--- src/rtl/ascii_to_binary.sv ---
// Shifts ASCII '0'/'1' characters from a UART RX stream into a binary word, MSB first.
// Each valid-strobed run of bytes is one frame; the result is held once the frame ends.
module ascii_to_binary #(
  parameter int          WIDTH     = 8,
  parameter logic [7:0]  CHAR_ZERO = 8'h30,
  parameter logic [7:0]  CHAR_ONE  = 8'h31
) (
  input  logic [7:0]       in,
  output logic [WIDTH-1:0] out,
  input  logic             clk,
  input  logic             rst,
  input  logic             w_RX_dv
);

  localparam int CW = $clog2(WIDTH + 1);

  typedef enum logic {IDLE, ACCUM} state_t;

  state_t           state, next_state;
  logic [WIDTH-1:0] next_out;
  logic [CW-1:0]    count, next_count;
  logic             is_digit;
  logic             digit_bit;

  assign is_digit  = (in == CHAR_ZERO) || (in == CHAR_ONE);
  assign digit_bit = (in == CHAR_ONE);

  always_ff @(posedge clk) begin
    if (rst) begin
      state <= IDLE;
      out   <= '0;
      count <= '0;
    end else begin
      state <= next_state;
      out   <= next_out;
      count <= next_count;
    end
  end

  always_comb begin
    next_state = state;
    case (state)
      IDLE:    if (w_RX_dv)  next_state = ACCUM;
      ACCUM:   if (!w_RX_dv) next_state = IDLE;
      default: next_state = IDLE;
    endcase
  end

  // A frame start discards the previous word even when its first byte is not a digit.
  always_comb begin
    next_out   = out;
    next_count = count;
    if (w_RX_dv) begin
      if (state == IDLE) begin
        next_out   = {{(WIDTH-1){1'b0}}, is_digit & digit_bit};
        next_count = is_digit ? CW'(1) : '0;
      end else if (is_digit) begin
        next_out = {out[WIDTH-2:0], digit_bit};
        if (count != CW'(WIDTH))
          next_count = count + CW'(1);
      end
    end
  end

endmodule

--- config.mk ---
export PLATFORM = sky130hd
export DESIGN_NAME = ascii_to_binary
export DESIGN_NICKNAME = d
export VERILOG_FILES = /design/src/rtl/ascii_to_binary.sv
export SDC_FILE = /design/constraint.sdc
export NUM_CORES = 1
export LEC_CHECK = 0
export CAP_MARGIN = 40
export CORE_AREA = 2 2 39 41
export DETAILED_ROUTE_END_ITERATION = 8
export DIE_AREA = 0 0 41 43
export SLEW_MARGIN = 20
export SYNTH_ARGS = -nofsm -noshare
export SYNTH_HDL_FRONTEND = slang
export SYNTH_SLANG_ARGS = --single-unit
--- constraint.sdc ---
create_clock -name clk -period 1.7 [get_ports clk]
set_clock_uncertainty 0.2 [all_clocks]
set_input_delay 0.17 -clock clk [delete_from_list [all_inputs] [get_ports clk]]
set_output_delay 0.17 -clock clk [all_outputs]
set_load 0.02 [all_outputs]
==> impl_metrics.json, run 1 <==
{
  "status": "complete, no violations",
  "hold_path_depth": 5,
  "overflow": 0,
  "hold_violations": 0,
  "dp_hpwl_um": 709,
  "design_area_sq_um": 643,
  "wl_per_cell_um": 11.8,
  "area_delta_synth_final_pct": 62.7,
  "slew_viol_final": 0,
  "htree_levels": 1,
  "start_util_pct": 28.6,
  "power_density_nw_per_um2": 647,
  "period_minus_slack_ns": 1.65,
  "gp_congestion": 0.652,
  "clk_path_buf_depth": 2,
  "netlist_instances": 37,
  "cts-root-buf": "clkbuf_4",
  "antenna_left": 0,
  "n_antenna_cell": 0,
  "grt_pass1_wl_um": 1350,
  "track_usage_pct": 11.7,
  "synth.avg_cell_area_sq_um": 10.7,
  "r2r_cells": 3,
  "drt_wl_total_um": 907,
  "place_ws_ns": -0.366,
  "clk_pin_slew_ns": 0.06,
  "grt_pass1_vias": 338,
  "yosysWarnings": 0,
  "critPathArrivalTime_ns": 1.63,
  "clkLatencyLatePin_ns": 0.26,
  "setup_viol": 0,
  "finish.net_count": 73,
  "synth_fp_nets": 48,
  "dpl_cell_area_sq_um": 614,
  "worst-path-max-fanout": 5,
  "ys_seq_area_share_pct": 45.6,
  "max_slew_margin_pct": 81.2,
  "leakage_uw": 0.000231,
  "start_kind": "input port",
  "fin_ws_ns": 0.0542,
  "min_period_over_period_pct": 96.8,
  "drt_iter0_drc": 4,
  "io_buffers": 18,
  "dieHeight_um": 43,
  "worst_pin_slew_ns": 0.281,
  "hold_buffers": 0,
  "rsz0062_at_grt": "no",
  "num_rows": 14,
  "cts_sinks": 9,
  "postCtsSetupBuffers": 0,
  "drive_above_1_share_pct": 13.1,
  "hold_class": "in -> reg",
  "via_per_inst": 4.70,
  "endpoint_kind": "register",
  "io_pins": 19,
  "die_width_um": 41,
  "fmax_mhz": 608,
  "antenna_found_initial": 0,
  "grt_max_degree": 10,
  "cts_tree": "yes",
  "synth_cell_types": 10,
  "crit_type": "in -> reg",
  "cts_made_buffers": 3,
  "cap_violations": 0,
  "peakVddDrop_mv": 0.348,
  "dieArea_sq_um": 1760,
  "drc": 0,
  "syn-cell-area_sq_um": 395,
  "core_sq_um": 1380,
  "drtPass1Iterations": 2,
  "num_vias": 362,
  "synth-seq-cells": 9,
  "crit_required_ns": 1.68
}
## synthesized netlist by cell type
library cell / count / area share, %
nor4_4: 1 / 5.4
clkinv_1: 2 / 1.9
o211ai_1: 8 / 15
nor2b_1: 1 / 1.6
mux2i_1: 8 / 20
clkbuf_1: 1 / 0.95
dfxtp_1: 9 / 46
or4b_4: 1 / 3.5
nor2_1: 1 / 0.95
nand2_1: 5 / 4.7
## repair_timing
action	CTS	global route
pin swaps	2	2
gates cloned	0	0
setup endpoints to repair	8	6
gates resized for setup	2	2
## path summary, 6_finish.rpt
check,startpoint,end,slack (ns)
max,in[1],out[0],0.05
min,in[2],out[5],0.27
max reg2reg,state,out[6],0.46
min reg2reg,out[4],out[5],0.28
## registers in the layout, summed over array words and instances, names as in the netlist
signal	cells
out	8
state	1
## cells by family (layout without fill, tap and decap cells)
family,count (synthesis),after routing,share of synthesized area (%)
mux,8,8,20.3
compound gates,8,8,15.2
buf+inv,3,27,2.85
simple gates,9,9,16.1
flops,9,9,45.6
## layer usage
metal  GRT usage [%]  vias up  wire (um)
li1                -      188          -
met1            15.4      159        392
met2            14.7       15        407
met3            6.81        0        106
met4            6.00        0          0
met5               0        -          0
## critical path, cell delays in order
cell           delay [ns]
dlygate4sd2_1        0.23
or4b_4               0.52
nor4_4               0.30
buf_4                0.20
mux2i_1              0.20
## per-stage QoR
stage,setup TNS (ns),std cells,hold slack [ns],utilization (%),total power [uW]
floorplan,-0.148,37,0.0367,-,230
global placement,-2.52,73,0.274,44.4,260
detailed placement,-2.63,73,0.281,44.4,260
CTS,0,77,0.282,46.1,427
global route,0,77,0.278,46.5,440
finish,0,77,0.267,46.5,416
## cells in the final DEF, fill, tap and decap left out, types with 2 or more instances in the layout
master           synthesis  layout
clkbuf_4                 0       3
nand2_1                  5       5
clkdlybuf4s50_1          0      14
clkinv_1                 2       2
dlygate4sd2_1            0       2
buf_4                    0       3
o211ai_1                 8       8
mux2i_1                  8       8
dfxtp_1                  9       9
dlymetal6s2s_1           0       2
## area by class of cell
type	instances	area, sq um
multi-input combinational	25	204
inverter	2	7.51
sequential	9	180
fill	139	741
clock buffer	4	26.3
tap	16	20.0
timing repair buffer	21	205
## power by group
part | internal (uW) | total (uW) | switching [uW]
logic | 22.7 | 37.5 | 14.8
registers | 212 | 215 | 2.87
clock network | 90.4 | 164 | 73.4
(Power assumes the default switching activity.)
==> inputs of run 2 (changes only) <==
clock period = 2.05 ns   (was 1.7 ns; I/O delays follow)
==> run 2 against run 1 <==
Against the previous run: die area unchanged; sequential power is 17% lower; worst setup slack better by 0.20 ns; sequential share of layout area increased by 0.055 points; non-clock buffer count stayed put; flip-flop and latch count stayed put; highest routed layer unchanged; largest power group unchanged.
==> impl_metrics.json, run 2 (same netlist as run 1, synthesis figures left out) <==
{
  "min_from": "out[5]",
  "drive_above_1_share_pct": 14.8,
  "cts_tree": "yes",
  "hold_path_end": "out[6]",
  "drt_wl_total_um": 919,
  "dp_hpwl_um": 700,
  "worst_pin_slew_ns": 0.291,
  "r2r_cells": 3,
  "area_delta_synth_final_pct": 62.3,
  "gp_congestion": 0.652,
  "leakage_uw": 0.000212,
  "peakVddDrop_mv": 0.282,
  "place_inst": 73,
  "start_util_pct": 28.6,
  "grt_pass1_vias": 334,
  "setup_tns_ns": 0,
  "wl_per_cell_um": 11.9,
  "largest_register": "out",
  "cts_resized": 0,
  "setup_viol": 0,
  "n_antenna_cell": 0,
  "die_width_um": 41,
  "dieHeight_um": 43,
  "slew_viol_final": 0,
  "hold_violations": 0,
  "ff2ff_setup_slack_ns": 0.82,
  "status": "complete, no violations",
  "period_minus_slack_ns": 1.79,
  "cts_sinks": 9,
  "via_per_inst": 4.81,
  "drtPass1Iterations": 2,
  "drc": 0,
  "drt_iter0_drc": 7,
  "hold_class": "reg -> reg",
  "start_kind": "input port",
  "worst-path-max-fanout": 5,
  "seq_area_sq_um": 180,
  "io_pins": 19,
  "multi_input_area_sq_um": 204,
  "regToRegStartpoint": "state",
  "io_buffers": 18,
  "r2r-end": "out[1]",
  "fmax_mhz": 558,
  "num_rows": 14,
  "antenna_left": 0,
  "grt_max_degree": 10,
  "overflow": 0,
  "postCtsSetupBuffers": 0,
  "hold_ws_ns": 0.286,
  "grt_pass1_wl_um": 1370,
  "min_period_over_period_pct": 87.4,
  "critPathArrivalTime_ns": 1.79,
  "finish.net_count": 73,
  "track_usage_pct": 11.5,
  "antenna_found_initial": 0,
  "clk_pin_slew_ns": 0.07,
  "design_area_sq_um": 642,
  "power_density_nw_per_um2": 551,
  "htree_levels": 1,
  "clkLatencyLatePin_ns": 0.27,
  "max_slew_margin_pct": 80.5,
  "hold_buffers": 0,
  "top_regs": "out: 8 flops, state: 1 flops",
  "num_vias": 370,
  "fill_cells": 146,
  "hold_path_depth": 2,
  "clk_path_buf_depth": 2,
  "final_core_util_pct": 46.4,
  "dieArea_sq_um": 1760,
  "endpoint_kind": "register",
  "largest_reg_flops": 8,
  "crit_required_ns": 2.05,
  "cap_violations": 0,
  "mostFrequentLayoutCells": "clkdlybuf4s50_1 (18), dfxtp_1 (9), o211ai_1 (8), mux2i_1 (8), nand2_1 (5)",
  "rsz0062_at_grt": "no",
  "cts_made_buffers": 3,
  "final_common_cell": "clkdlybuf4s50_1",
  "crit_type": "in -> reg",
  "final_cells": 77,
  "cts-root-buf": "clkbuf_4",
  "core_sq_um": 1380,
  "dpl_cell_area_sq_um": 614
}
run 2: report_power, final:
group | total (uW) | switching (uW) | internal, uW | leakage [uW]
Combinational | 33.2 | 12.4 | 20.8 | 0.000122
Sequential | 178 | 2.46 | 176 | 0.0000727
Clock | 142 | 69.8 | 72.2 | 0.0000177
Total | 353 | 84.6 | 269 | 0.000212
run 2: critical path: stages:
cell and delay (ns):
clkdlybuf4s50_1 0.48, or4b_4 0.47, nor4_4 0.24, buf_4 0.20, mux2i_1 0.19
run 2: worst max-delay path by stage:
stage / from / end / slack (ns) / cells past startpoint
after floorplan: in[3] / out[0] / 0.30 / 3
after global placement: w_RX_dv / out[0] / -0.02 / 5
after detailed placement: w_RX_dv / out[2] / -0.02 / 5
after CTS: w_RX_dv / out[2] / 0.25 / 5
after global routing: in[3] / out[2] / 0.19 / 5
final: w_RX_dv / out[2] / 0.26 / 5
run 2: routing by layer:
| metal | routed length (um) | GRT usage, % |
|---|---|---|
| met4 | 0 | 4.00 |
| met1 | 423 | 15.4 |
| met5 | 0 | 0 |
| met3 | 91 | 6.81 |
| met2 | 403 | 15.0 |
run 2: per-stage QoR:
step | power, uW | setup WS (ns)
2_1_floorplan | 191 | 0.296
3_3_place_gp | 216 | -0.0236
4_1_cts | 362 | 0.248
6_report | 353 | 0.259
3_5_place_dp | 216 | -0.0181
5_1_grt | 372 | 0.187
run 2: area by class of cell:
class                      instances  share of cell area [%]
clock buffer                       3                    3.51
clock inverter                     1                   0.780
inverter                           2                    1.17
multi-input combinational         25                    31.8
sequential                         9                    28.1
tap                               16                    3.12
timing repair buffer              21                    31.6
